### src/rtl/c1541_gcr_stream.sv
// Serialises a GCR track buffer at the 1541 zone bit rate. In read mode it frames bytes
// after SYNC marks; in write mode it stores drive data into the buffer at each byte boundary.
module c1541_gcr_stream (
    input  logic        clk32,
    input  logic        reset,
    input  logic        mtr,
    input  logic [1:0]  freq,
    input  logic        mode,
    input  logic [7:0]  dout,
    output logic [7:0]  din,
    output logic        sync_n,
    output logic        byte_n,
    input  logic [12:0] track_len,
    output logic [12:0] buf_addr,
    input  logic [7:0]  buf_rd_data,
    output logic [7:0]  buf_wr_data,
    output logic        buf_we
);
    logic        active;
    logic [6:0]  div_cnt;
    logic        bit_tick;
    logic [12:0] ptr;
    logic [2:0]  bidx;
    logic        adv_pend;
    logic [9:0]  hist;
    logic [7:0]  dsh;
    logic [2:0]  dcnt;
    logic [4:0]  pcnt;
    logic        mode_q;
    logic        we_q;
    logic        cur_bit;
    logic        boundary;
    logic        mode_chg;
    logic [9:0]  hist_nx;
    logic [7:0]  dsh_nx;
    logic [13:0] ptr_inc;

    // 8*(16-f)-1 == {15-f, 3'b111}, and 15-f == {2'b11, ~f}
    function automatic logic [6:0] reload(input logic [1:0] f);
        return {2'b11, ~f, 3'b111};
    endfunction

    assign active   = mtr && (track_len != 13'd0);
    assign bit_tick = active && (div_cnt == 7'd0);
    // buf_addr sits on ptr for a whole byte, so read data is long settled at each tick
    assign cur_bit  = buf_rd_data[3'd7 - bidx];
    assign boundary = bit_tick && (bidx == 3'd7);
    assign mode_chg = (mode != mode_q);
    assign hist_nx  = {hist[8:0], cur_bit};
    assign dsh_nx   = {dsh[6:0], cur_bit};
    assign ptr_inc  = {1'b0, ptr} + 14'd1;

    assign buf_addr = ptr;
    assign sync_n   = !(active && mode && (hist == 10'h3FF));
    assign byte_n   = !(active && !mode_chg && (pcnt != 5'd0));
    assign buf_we   = we_q && active && !mode && !reset;

    always_ff @(posedge clk32) begin
        if (reset) begin
            div_cnt     <= reload(freq);
            ptr         <= 13'd0;
            bidx        <= 3'd0;
            adv_pend    <= 1'b0;
            hist        <= 10'd0;
            dsh         <= 8'd0;
            dcnt        <= 3'd0;
            pcnt        <= 5'd0;
            din         <= 8'h00;
            mode_q      <= mode;
            we_q        <= 1'b0;
            buf_wr_data <= 8'h00;
        end else begin
            we_q   <= 1'b0;
            mode_q <= mode;
            if (active)
                div_cnt <= (div_cnt == 7'd0) ? reload(freq) : div_cnt - 7'd1;
            if (pcnt != 5'd0)
                pcnt <= pcnt - 5'd1;

            // ptr moves one cycle after the boundary so a write can still target the byte just passed
            if (adv_pend) begin
                adv_pend <= 1'b0;
                ptr      <= (ptr_inc >= {1'b0, track_len}) ? 13'd0 : ptr_inc[12:0];
            end
            if (bit_tick) begin
                bidx <= bidx + 3'd1;
                if (boundary)
                    adv_pend <= 1'b1;
            end

            if (mode_chg) begin
                hist <= 10'd0;
                dcnt <= 3'd0;
                pcnt <= 5'd0;
            end else if (bit_tick && mode) begin
                hist <= hist_nx;
                dsh  <= dsh_nx;
                // framing restarts on SYNC, independent of buffer byte alignment
                if (hist_nx == 10'h3FF) begin
                    dcnt <= 3'd0;
                end else if (dcnt == 3'd7) begin
                    din  <= dsh_nx;
                    dcnt <= 3'd0;
                    pcnt <= 5'd16;
                end else begin
                    dcnt <= dcnt + 3'd1;
                end
            end

            if (boundary && !mode) begin
                we_q        <= 1'b1;
                buf_wr_data <= dout;
                pcnt        <= 5'd16;
            end
        end
    end
endmodule

### config.mk
export PLATFORM = sky130hd
export DESIGN_NAME = c1541_gcr_stream
export DESIGN_NICKNAME = d
export VERILOG_FILES = /design/src/rtl/c1541_gcr_stream.sv
export SDC_FILE = /design/constraint.sdc
export NUM_CORES = 1
export LEC_CHECK = 0
export ABC_CLOCK_PERIOD_IN_PS = 3400
export BUFFER_PORTS_ARGS = -buffer_cell sky130_fd_sc_hd__buf_2
export CAP_MARGIN = 0
export CELL_PAD_IN_SITES_DETAIL_PLACEMENT = 1
export CELL_PAD_IN_SITES_GLOBAL_PLACEMENT = 1
export CORE_MARGIN = 5
export CORE_UTILIZATION = 41
export CTS_BUF_LIST = sky130_fd_sc_hd__clkbuf_16
export DETAILED_ROUTE_END_ITERATION = 8
export PLACE_DENSITY_LB_ADDON = 0.1
export SETUP_SLACK_MARGIN = 0.05
export SYNTH_ARGS = -nofsm -noshare
export SYNTH_HDL_FRONTEND = slang
export SYNTH_SLANG_ARGS = --single-unit
### constraint.sdc
create_clock -name clk32 -period 3.4 [get_ports clk32]
set_clock_uncertainty 0.15 [all_clocks]
set_input_delay 0 -clock clk32 [delete_from_list [all_inputs] [get_ports clk32]]
set_output_delay 0 -clock clk32 [all_outputs]
set_load 0.005 [all_outputs]
==> impl_metrics.csv <==
group,metric,value,unit
status,status,"completed",
logic_synthesis,synth_compound_area_frac,0.1406,
logic_synthesis,seq_area_frac_synth,0.4101,
critical_path,endpoint_kind,"flop",
logic_synthesis,synth.avg_cell_area,8.446,sq um
floorplanning,die_h,99.98,um
sta,min_period,3129,ps
floorplanning,start_util,0.4252,
layout,final_nets,525,
global_routing,grt_antenna_before_repair,0,
floorplanning,io-pin-count,67,
layout,final_util,0.5287,
sta,max_freq,0.3196,GHz
sta,whs,32.23,ps
route,drt_iter0_markers,64,
placement,post_dp_cell_area,3745,sq um
layout,final_common_cell,"buf_2",
logic_synthesis,synth_async_sr_flop_share,0,
floorplanning,rows,32,
layout,diodes,0,
sta,slew_headroom,0.3912,
critical_path,rrSetupSlack,270,ps
critical_path,critPathRequiredTime,3500,ps
critical_path,path_class,"flop to flop",
clock_network,htreeDepth,3,
power,totalPowerFinal,1.940,mW
sta,fin_ws,270.7,ps
logic_synthesis,ys.flop_type,"dfxtp_1",
logic_synthesis,ys_top_cells_by_area,"dfxtp_1 39%, ha_1 7.9%, nand2_1 6.7%",
power,leakage,1.758,nW
layout,instances_no_fill,576,
clock_network,clk_pin_slew_worst_paths,60,ps
logic_synthesis,syn_nets,449,
placement,port_buffers,66,
critical_path,crit_arrival,3220,ps
global_routing,grt_overflow,0,
logic_synthesis,muxShareOfSynthArea,0.04410,
critical_path,slowest_stage,"dfxtp_1",
clock_network,cts_tree,"done",
route,maxUsedRoutingLayer,"met4",
floorplanning,coreArea,7807,sq um
route,routed_wl,8687,um
route,wl_met2,4375,um
sta,slew_viol_final,0,
placement,dpl_worst_slack,296.3,ps
sta,rsz0062_at_grt,"false",
layout,layout_common_cells,"66 x buf_2, 65 x dfxtp_1, 59 x nand2_1, 40 x nor2_1, 39 x a21oi_1",
placement,place_congestion,0.7486,
sta,setup_tns,0,ps
route,wl_met1,3957,um
power,irDropWorstVdd,0.3045,mV
clock_network,cts_setup_buffers,0,
worst_hold_path,hold_path.class,"input port to flop",
clock_network,ctsLongestPathBuffers,2,
logic_synthesis,yosys.area.top_type,"dfxtp_1",
floorplanning,die_w,99.98,um
sta,hold_violations,0,
global_routing,grtUsageTotal,0.1823,
clock_network,cts_buffers,9,
logic_synthesis,synthAdderAreaFrac,0.07916,
clock_network,cts-root-buf,"clkbuf_16",
sta,setup_viol,0,
layout,syn2layout_area_growth,24.35,%
layout,fill_cells,963,
logic_synthesis,synth_top_family_by_area,"simple AND/OR/NAND/NOR gates",
route,drc_errors,0,
flow_run,cap_viol_max_count,0,
route,ant_nets,0,
logic_synthesis,syn_area,3319,sq um
sta,fin_crit_sh,0.9204,
power,powerDensity,470.0,nW/um^2
route,dr.pass1.iters,4,
logic_synthesis,yosysWarningCount,0,
placement,dp_hpwl,6479,um
layout,stdcell_area,4128,sq um
logic_synthesis,synth_top_area_frac,0.3920,
clock_network,cts_sinks,67,
logic_synthesis,ys_ff_latch,67,
global_routing,grt_first_pass_wirelength,14780,um
placement,placedCellCount,549,
route,wl_per_cell,15.08,um
logic_synthesis,synth_edf_count,2,
critical_path,cp_cell_sequence,"ha_1, nand3_1, nor2_2, nand3_1, xnor2_1, ha_1, a21oi_1, a21boi_0, o31ai_1, and4b_1, buf_4, o211ai_1, a21oi_1",
clock_network,clock_latency,320,ps
route,routed-via-count,3046,
logic_synthesis,synthDistinctLibCells,50,
critical_path,critPathMaxFanout,13,
floorplanning,fp.dieArea,9996,sq um
logic_synthesis,synth_simple_gate_area_frac,0.2495,
layout,layout-drive-gt1-share,0.2110,
critical_path,max_stage_delay,430,ps
global_routing,grt_pass1_vias,3097,
logic_synthesis,syn_inst,393,
route,met3WireLength,262,um
critical_path,cp-start-kind,"flop",
global_routing,grt_max_degree,51,
sta,tightest_slew,913.2,ps
route,viasPerCell,5.288,
logic_synthesis,synth-xor-area-share,0.03694,
[worst paths after layout]
kind         cells past startpoint                           to                   startpoint
min reg2reg                      2  buf_wr_data[2]$_SDFFE_PP0P_  buf_wr_data[2]$_SDFFE_PP0P_
max reg2reg                     13     buf_addr[5]$_SDFFE_PP0P_     buf_addr[0]$_SDFFE_PP0P_
min                              4          adv_pend$_SDFF_PP0_                          mtr
max                             13     buf_addr[5]$_SDFFE_PP0P_     buf_addr[0]$_SDFFE_PP0P_
[worst max-delay path: cells and delay by family (launching register included)]
family                   cells  cell delay, ps
flip-flops                   1             430
buffers and inverters        1             200
AO/OA/AOI/OAI                5             830
XOR/XNOR                     1             220
AND/OR/NAND/NOR              4             680
adder cells (fa/ha/maj)      2             540
[sequential cells by signal, indices dropped and copies added, names as in the netlist]
| signal | flops |
|---|---|
| adv_pend | 1 |
| dsh | 7 |
| hist | 10 |
| dcnt | 3 |
| buf_addr | 13 |
| pcnt | 5 |
| buf_wr_data | 8 |
| div_cnt | 7 |
| din | 8 |
| bidx | 3 |
| we_q | 1 |
| mode_q | 1 |
[where the power goes]
group / internal [mW] / switching, mW
registers: 0.816 / 0.0225
clock network: 0.490 / 0.339
logic: 0.121 / 0.152
[cells by family (layout without fill, tap and decap cells)]
kind of cell,count (synthesis),count (layout)
multiplexers,12,12
XOR/XNOR,14,14
AO/OA/AOI/OAI,72,72
adder cells (fa/ha/maj),21,21
flip-flops,67,67
buffers and inverters,34,115
AND/OR/NAND/NOR,173,173
[what timing repair did]
item,4_1_cts,5_1_grt
hold buffers,11,0
setup endpoints to repair,0,7
gates resized for setup,0,1
hold endpoints to repair,12,0
[synth_stat cells (6+ instances only)]
library cell and number:
nor3_1 11, or2_2 6, xnor2_1 13, ha_1 21, clkbuf_1 11, inv_1 18, nand3_1 19, a21oi_1 39
mux2i_1 9, dfxtp_1 65, nand2_1 59, nand4_1 6, nor2_1 41
[layout make-up]
| cell class | instances | area (sq um) | share of cell area |
|---|---|---|---|
| inverters | 19 | 71.32 | 0.01728 |
| clock buffers | 9 | 225.2 | 0.05456 |
| multi-input cells | 292 | 1834 | 0.4444 |
| clock inverters | 7 | 45.04 | 0.01091 |
| repair buffers | 80 | 462.9 | 0.1122 |
| well taps | 102 | 127.6 | 0.03092 |
| flip-flops and latches | 67 | 1361 | 0.3298 |
[layer usage]
metal  global-route usage  up-vias
met5                    0        -
met4              0.05285        0
met3              0.03892       11
met2               0.3232       47
met1               0.2217     1458
li1                     -     1530
Note: power is estimated with default switching activity, not from simulation.
